$ cat src/rtl/instr_fetch.sv
// Fetch/sequencing unit: owns the program counter, applies taken branches,
// runs the Start/Done handshake and counts RUN cycles for benchmarking.
module instr_fetch #(
  parameter int PC_W       = 10,
  parameter int START_ADDR = 0,
  parameter int LAST_ADDR  = 1023,
  parameter int CNT_W      = 16
) (
  input  logic             Clk,
  input  logic             Reset_n,
  input  logic             Start,
  input  logic             BranchEn,
  input  logic             Zero,
  input  logic [PC_W-1:0]  Target,
  input  logic             Halt,
  output logic [PC_W-1:0]  ProgCtr,
  output logic             InstValid,
  output logic             Done,
  output logic [CNT_W-1:0] CycleCount
);

  typedef enum logic [1:0] {
    IDLE,
    RUN,
    DONE
  } state_t;

  localparam logic [PC_W-1:0]  START_PC = START_ADDR[PC_W-1:0];
  localparam logic [31:0]      LAST_PC  = LAST_ADDR;
  localparam logic [CNT_W-1:0] CNT_MAX  = '1;

  state_t state;
  logic   atLast;

  // Compared at full 32-bit width so a LAST_ADDR beyond the ROM never matches
  assign atLast = (32'(ProgCtr) == LAST_PC);

  always_ff @(posedge Clk or negedge Reset_n) begin
    if (!Reset_n) begin
      state      <= IDLE;
      ProgCtr    <= START_PC;
      CycleCount <= '0;
      InstValid  <= 1'b0;
      Done       <= 1'b0;
    end else begin
      case (state)
        IDLE: begin
          ProgCtr <= START_PC;
          if (Start) begin
            state      <= RUN;
            CycleCount <= '0;
            InstValid  <= 1'b1;
          end
        end
        RUN: begin
          if (CycleCount != CNT_MAX)
            CycleCount <= CycleCount + CNT_W'(1);
          // Halt and the final address win over any branch in the same cycle
          if (Halt || atLast) begin
            state     <= DONE;
            InstValid <= 1'b0;
            Done      <= 1'b1;
          end else if (BranchEn && Zero) begin
            ProgCtr <= Target;
          end else begin
            ProgCtr <= ProgCtr + PC_W'(1);
          end
        end
        DONE: begin
          if (Start) begin
            state      <= RUN;
            ProgCtr    <= START_PC;
            CycleCount <= '0;
            InstValid  <= 1'b1;
            Done       <= 1'b0;
          end
        end
        default: begin
          state     <= IDLE;
          InstValid <= 1'b0;
          Done      <= 1'b0;
        end
      endcase
    end
  end

endmodule

$ cat config.mk
export PLATFORM = sky130hd
export DESIGN_NAME = instr_fetch
export DESIGN_NICKNAME = d
export VERILOG_FILES = /design/src/rtl/instr_fetch.sv
export SDC_FILE = /design/constraint.sdc
export NUM_CORES = 1
export LEC_CHECK = 0
export BUFFER_PORTS_ARGS = -buffer_cell sky130_fd_sc_hd__buf_4
export CAP_MARGIN = 15
export CORE_ASPECT_RATIO = 1.1
export CORE_MARGIN = 5
export CORE_UTILIZATION = 45
export DETAILED_ROUTE_END_ITERATION = 10
export PLACE_DENSITY = 0.69
export SYNTH_ARGS = -nofsm -noshare
export SYNTH_HDL_FRONTEND = slang
export SYNTH_SLANG_ARGS = --single-unit
$ cat constraint.sdc
create_clock -name Clk -period 2.3 [get_ports Clk]
set_clock_uncertainty 0.1 [all_clocks]
set_input_delay 0.23 -clock Clk [delete_from_list [all_inputs] [get_ports Clk]]
set_output_delay 0.23 -clock Clk [all_outputs]
set_load 0.01 [all_outputs]
---- Word level (Yosys, flattened, before mapping) ----
Index checks and enable logic that the tools add are counted.
storage, ports and cells
  memory bits (writable) .................. 0
  latch bits .............................. 0
  input bits .............................. 16
  memories kept ........................... 0
  output and inout port bits .............. 28
  memory bits (read-only) ................. 0
  register bits ........................... 30
  logic and storage cells ................. 43
cells by class
  div/mod/pow operators ................... 0
  eq/ne operators ......................... 9
  reduce and logical (&&, ||, !) cells .... 10
  multiplexer cells ....................... 16
  shift-type cells ........................ 0
  bitwise gates (word level) .............. 1
  add/subtract/negate cells ............... 2
  order comparisons ....................... 0
  $mul .................................... 0
operators with widths
  operator                                       count
  two-way mux 16 bit                             2
  case mux 16 bit (2 select lines)               1
  two-way mux 10 bit                             3
  case mux 10 bit (3 select lines)               1
  adder 16 x 1 -> 16 bit, second input constant  1
  != test 16 bit, second input constant          1
  adder 10 x 1 -> 10 bit, second input constant  1
  == test 10 bit, second input constant          1
  AND reduction 3 bit                            3
  != test 2 bit, second input constant           4
  two-way mux 1 bit                              4
  two-way mux 2 bit                              2
  case mux 2 bit (2 select lines)                1
  case mux 1 bit (3 select lines)                1
  nonzero test 3 bit                             1
  == test 2 x 1 -> 1 bit, second input constant  1
  == test 2 bit, second input constant           1
  logical NOT 2 bit                              1
  != test 2 x 1 -> 1 bit, second input constant  1
  case mux 1 bit (2 select lines)                1
  AND reduction 2 bit                            1
  nonzero test 2 bit                             1
  OR reduction 2 bit                             1
  logical AND 1 bit                              1
  2 further kinds                                2

---- Logic depth before layout (Yosys ltp) ----
Gate-level depths: netlist of the first run.
  depth after elaboration ................. 4
  mapped depth ............................ 6
  depth with buffers taken out ............ 5

---- Least setup slack after synthesis of the first run ----
Ideal clock, no wire load.
  path kind ............................... reg2reg
  from .................................... register CycleCount[0]
  to ...................................... register CycleCount[12]
  setup time .............................. 120 ps
  arrival ................................. 1734 ps
  period minus slack after synthesis ...... 1955 ps
  cell stages (with the launch flop) ...... 6
  data required time ...................... 2080 ps
  slack ................................... 345 ps
  cell sequence ........................... dfrtp_1 > ha_1 > nand3b_1 > nor4_1 > a31oi_1 > a41o_2
on the way
  cells in the longest elaborated chain, start to end .. 3
  elaborated cells on any way between the ends .. 6
  those cells by class .................... add/sub (1); eq/ne (2); mux (2); reduce/logical (1)
ends and longest elaborated chain
  item                                                                            RTL line  RTL
  start, declared                                                                 19        output logic [CNT_W-1:0] CycleCount
  start signal, assigned                                                          57        CycleCount <= CycleCount + CNT_W'(1);
  adder 16 x 1 -> 16 bit / != test 16 bit (equally long branches)                 57, 56
  two-way mux 16 bit / != test 2 bit (equally long branches)                      --
  case mux 16 bit (2 select lines) / AND reduction 3 bit (equally long branches)  --
Parallel ways exist; a longest one is shown, timed or not. The select of a mux whose other input is x is not followed.
A chain may end at the register's enable or synchronous reset.

---- Final worst setup path of the first run ----
  from .................................... register CycleCount[11]
  to ...................................... register CycleCount[6]
on the way
  cells in the longest elaborated chain, start to end .. 3
ends and longest elaborated chain
  item                           RTL line  RTL
  != test 16 bit                 56        if (CycleCount != CNT_MAX)
  != test 2 bit (no line)        --
  AND reduction 3 bit (no line)  --
Every way passes these cells.

==> flow_metrics.tcl, run 1 <==
set metrics [dict create \
    hold_viol 0 \
    final_util 0.5896 \
    clock_sinks 30 \
    path_clk_slew_ns 0.07 \
    tns_ns 0 \
    place_hpwl_um 3503 \
    area_delta_synth_final_pct 27.68 \
    drc_errors 0 \
    reg2reg_from "CycleCount[11]" \
    synthArstFlopShare 1.000 \
    status "finished clean" \
    final_max_slew_viol_count 0 \
    worst_slack_ns 0.2583 \
    worst-r2r-setup-slack_ns 0.26 \
    ys_seq_elements 30 \
    start_kind "flip-flop" \
    ys_warn_count 0 \
    grt_pass1_wl_um 8142 \
    power.density_nw_per_um2 627.4 \
    syn_area_per_cell_um2 8.717 \
    wirelength_um 4821 \
    clock_tree.root_cell "clkbuf_8" \
    place.gp.congestion 0.8376 \
    dr.pass1.iters 4 \
    synth_flop_cell "dfrtp_1" \
    cts_buffer_depth 2 \
    hp-class "in2reg" \
    seqCellArea_um2 750.7 \
    worstSetupStartpoint "CycleCount[11]" \
    wl_per_cell_um 15.45 \
    crit_required_ns 2.37 \
    synthesis.nets 228 \
    endpoint_kind "flip-flop" \
    cts_tree "built" \
    finalPower_w 0.001466 \
    overflow 0 \
    tightest_slew_ns 0.7237 \
    io_buffers 43 \
    hp-start "Target[4]" \
    diodes 0 \
    postCtsResizedCells 0 \
    r2r_cells 4 \
    hold_end "ProgCtr[4]" \
    irDropWorstVdd_mv 0.2888 \
    dr_total_vias 1869 \
    synth_area_um2 1831 \
    setup_viol_count_final 0 \
    rr_endpoint "CycleCount[6]" \
    max_freq_ghz 0.4898 \
    io_pins 44 \
    cap_violations 0 \
    grt.total_usage 0.1826 \
    clock_latency_ns 0.28 \
    pre_cts_ws_ns 0.2770 \
    power_leakage_nw 1.076 \
    dieArea_um2 5445 \
    final_common_cell "buf_4" \
    fp-row-count 24 \
    syn_inst 210 \
    post-route-min-period_ns 2.042 \
    htreeDepth 2 \
    die_h_um 76.89 \
    synthDistinctLibCells 50 \
    core_um2 3964 \
    grt_max_degree 31 \
    fillers 391 \
    ys_seq_area_frac 0.4101 \
    cts_inserted_buffers 5 \
    arrival_ns 2.11 \
    die_w_um 70.81 \
    criticalPathCategory "reg2reg" \
    cts.hold.buffers_added 1 \
    rsz0062_at_grt "false" \
    antenna_found_initial 0 \
    synth_edf_count 0 \
    crit_fanout 9 \
    initial_core_util 0.4618 \
    period_share 0.8877 \
    post-cts-setup-buffers 0 \
    holdPathStages 3 \
    final_cell_mix "buf_4 (53), dfrtp_1 (30), nand2_1 (21)" \
    final_nets 278 \
    ant_nets 0 \
    grt_pass1_vias 1758 \
    drive_gt1_frac 0.2577 \
    multiInputGateArea_um2 997.2 \
    via_per_inst 5.990 \
    drt_iter0_markers 108 \
    maxSlewHeadroom 0.5158 \
]
==> worst max path at each step <==
stage	end	slack, ns	depth (start not counted)
after floorplan	CycleCount[12]	0.35	5
after global placement	CycleCount[6]	0.33	4
after detailed placement	CycleCount[6]	0.28	4
after CTS	CycleCount[6]	0.26	4
after global routing	CycleCount[6]	0.14	4
final	CycleCount[6]	0.26	4
==> sequential cells by signal, summed over array words and instances, names as in the netlist <==
name        count
CycleCount     16
ProgCtr        10
state           2
Done            1
InstValid       1
==> per-layer routing <==
layer,share of wire,vias up,global-route usage
li1,-,910,-
met1,0.44,894,0.2315
met2,0.48,60,0.3071
met3,0.065,5,0.04183
met4,0.012,0,0.05451
met5,0,-,0
==> through the flow <==
step	hold slack, ns	instances	area [um2]
global route	0.1447	312	2337
CTS	0.1300	312	2337
detailed placement	0.08944	304	2248
finish	0.1341	312	2337
global placement	0.08652	304	2248
floorplan	-0.1656	210	1831
==> cell usage after synthesis, types with 6 or more instances <==
library cell / instances / area share
dfrtp_1: 30 / 0.41
nand2_1: 21 / 0.043
nor2_1: 14 / 0.029
o31ai_1: 12 / 0.049
o21ai_0: 11 / 0.030
a21oi_1: 10 / 0.027
inv_1: 10 / 0.021
nor3_1: 10 / 0.027
clkbuf_1: 8 / 0.016
and3_1: 6 / 0.021
nand3_1: 6 / 0.016
nor4_1: 6 / 0.021
==> cell families after synthesis <==
| logic type | count (synthesis) | share of synthesized area |
|---|---|---|
| simple gates | 87 | 0.2543 |
| flops | 30 | 0.4101 |
| fa+ha+maj | 2 | 0.01367 |
| compound gates | 68 | 0.2659 |
| buf+inv | 21 | 0.04511 |
| mux | 2 | 0.01094 |
==> power breakdown <==
part	switching (W)	internal [W]	leakage (nW)
clock network	0.000197	0.000203	0.0438
logic	0.000218	0.000192	0.627
registers	0.0000718	0.000585	0.406
==> area by class of cell <==
cell class | instances | area share
Clock buffer | 5 | 0.02944
Clock inverter | 2 | 0.004283
Inverter | 10 | 0.01606
Multi-Input combinational cell | 159 | 0.4267
Sequential cell | 30 | 0.3212
Tap cell | 52 | 0.02784
Timing Repair Buffer | 54 | 0.1745
==> worst max-delay path, cell delays in order (launching register included) <==
cell,delay [ns]
dfrtp_1,0.48
nand4_1,0.21
or4_1,0.65
and4b_1,0.24
a211o_1,0.26
Note: power is estimated with default switching activity, not from simulation.
==> inputs of run 2 (changes only) <==
--- a/config.mk
+++ b/config.mk
@@ -10,7 +10,7 @@
 export CORE_ASPECT_RATIO = 1.1
 export CORE_MARGIN = 5
-export CORE_UTILIZATION = 45
+export CORE_UTILIZATION = 53
 export DETAILED_ROUTE_END_ITERATION = 10
-export PLACE_DENSITY = 0.69
+export PLACE_DENSITY = 0.79
 export SYNTH_ARGS = -nofsm -noshare
 export SYNTH_HDL_FRONTEND = slang
==> constraint.sdc (replaced) <==
create_clock -name Clk -period 2.3 [get_ports Clk]
set_clock_uncertainty 0.1 [all_clocks]
set_input_delay 0 -clock Clk [delete_from_list [all_inputs] [get_ports Clk]]
set_output_delay 0 -clock Clk [all_outputs]
set_load 0.01 [all_outputs]
==> flow_metrics.tcl, run 2 (synthesis results as in run 1) <==
set metrics [dict create \
    drive_gt1_frac 0.2473 \
    cts_buffer_depth 2 \
    antenna_found_initial 0 \
    path_clk_slew_ns 0.10 \
    post-route-min-period_ns 2.056 \
    power_leakage_nw 1.126 \
    final_cell_mix "buf_4 (54), dfrtp_1 (30), nand2_1 (21)" \
    placedCellCount 301 \
    start_kind "flip-flop" \
    grt.total_usage 0.2273 \
    crit_required_ns 2.44 \
    hp-class "in2reg" \
    via_per_inst 6.015 \
    p_int_w 0.0009371 \
    postCtsResizedCells 0 \
    dr_total_vias 1943 \
    worst_slack_ns 0.2436 \
    dpl_cell_area_um2 2251 \
    cts.hold.buffers_added 14 \
    grt_pass1_wl_um 8397 \
    switching_share 0.3439 \
    clock_sinks 30 \
    overflow 0 \
    max_freq_ghz 0.4863 \
    endpoint_kind "flip-flop" \
    dr.pass1.iters 4 \
    htreeDepth 2 \
    clkPwrFrac 0.238 \
    status "finished, violations left" \
    place_hpwl_um 3387 \
    tns_ns 0 \
    pre_cts_ws_ns 0.2357 \
    clock_latency_ns 0.34 \
    area_delta_synth_final_pct 33.90 \
    cts_inserted_buffers 5 \
    dieArea_um2 4730 \
    io_pins 44 \
    drc_errors 0 \
    die_h_um 71.64 \
    p_switching_w 0.0004913 \
    holdPathStages 4 \
    seq_power_share 0.461 \
    layout.cells.non_filler 323 \
    grt_max_degree 31 \
    final_area_um2 2451 \
    rsz0062_at_grt "false" \
    io_buffers 43 \
    core_um2 3331 \
    criticalPathCategory "reg2reg" \
    period_share 0.8941 \
    crit_fanout 7 \
    final_nets 292 \
    initial_core_util 0.5496 \
    maxSlewHeadroom 0.4719 \
    clock_tree.root_cell "clkbuf_4" \
    multiInputGateArea_um2 997.2 \
    wirelength_um 4969 \
    violations "negative hold slack" \
    p_comb_frac 0.301 \
    arrival_ns 2.19 \
    r2r_cells 4 \
    place.gp.congestion 0.8336 \
    regMostFlops "CycleCount" \
    fp-row-count 22 \
    irDropWorstVdd_mv 0.3596 \
    fillers 260 \
    hold_viol 1 \
    seqCellArea_um2 750.7 \
    die_w_um 66.04 \
    tightest_slew_ns 0.7892 \
    diodes 0 \
    drt_iter0_markers 232 \
    post-cts-setup-buffers 0 \
    final_common_cell "buf_4" \
    ant_nets 0 \
    power.density_nw_per_um2 582.8 \
    holdWs_ns -0.003140 \
    largest_register_ffs 16 \
    grt_pass1_vias 1801 \
    final_max_slew_viol_count 0 \
    wl_per_cell_um 15.38 \
    reg.largest.list "CycleCount: 16 flops, ProgCtr: 10 flops, state: 2 flops" \
    cts_tree "built" \
    setup_viol_count_final 0 \
    cap_violations 0 \
]
run 2: changes by cell type in the layout (fill, tap and decap cells not counted):
| cell | before | now |
|---|---|---|
| clkbuf_1 | 0 | 1 |
| clkbuf_8 | 5 | 1 |
| buf_4 | 53 | 54 |
| clkbuf_4 | 0 | 5 |
| dlygate4sd3_1 | 1 | 14 |
| clkinv_2 | 2 | 1 |
run 2: power groups by stage:
| stage | sequential, W | clock (W) | combinational (W) |
|---|---|---|---|
| detailed placement | 0.000667 | 0 | 0.000411 |
| finish | 0.000658 | 0.000340 | 0.000430 |
| CTS | 0.000658 | 0.000347 | 0.000431 |
| floorplan | 0.000676 | 0 | 0.000206 |
| global route | 0.000671 | 0.000370 | 0.000480 |
| global placement | 0.000665 | 0 | 0.000407 |
run 2: cell type report:
class / instances / share of cell area
inverters: 10 / 0.01531
clock inverters: 1 / 0.002042
multi-input cells: 159 / 0.4068
flip-flops and latches: 30 / 0.3063
clock buffers: 7 / 0.02246
repair buffers: 68 / 0.2226
well taps: 48 / 0.02450
run 2: stage by stage:
step	util	hold WS (ns)	power, W
finish	0.7359	-0.003140	0.001428
global route	0.7359	0.01505	0.001521
CTS	0.7359	0.001420	0.001435
detailed placement	0.6758	-0.1466	0.001078
global placement	0.6758	-0.1434	0.001072
floorplan	-	-0.3956	0.0008822
run 2: metal layers:
metal,up-vias,wire length [um],GRT usage
li1,940,-,-
met1,921,2093,0.2937
met2,74,2432,0.3697
met3,8,366,0.05486
met4,0,76,0.08126
met5,-,0,0
run 2: path summary, 6_finish.rpt:
check,start,end,slack (ns)
min,BranchEn,ProgCtr[0],-0.003
min reg2reg,Done,Done,0.43
min in group asynchronous,Reset_n,CycleCount[7],0.01
max in group asynchronous,Reset_n,CycleCount[14],1.80
max reg2reg,CycleCount[5],CycleCount[6],0.24
max,CycleCount[5],CycleCount[6],0.24
run 2: worst max-delay path, cell delays in order, from the launching register on:
cell     delay (ns)
dfrtp_1        0.45
nand4_1        0.25
or4_1          0.65
and4b_1        0.24
a211o_1        0.26
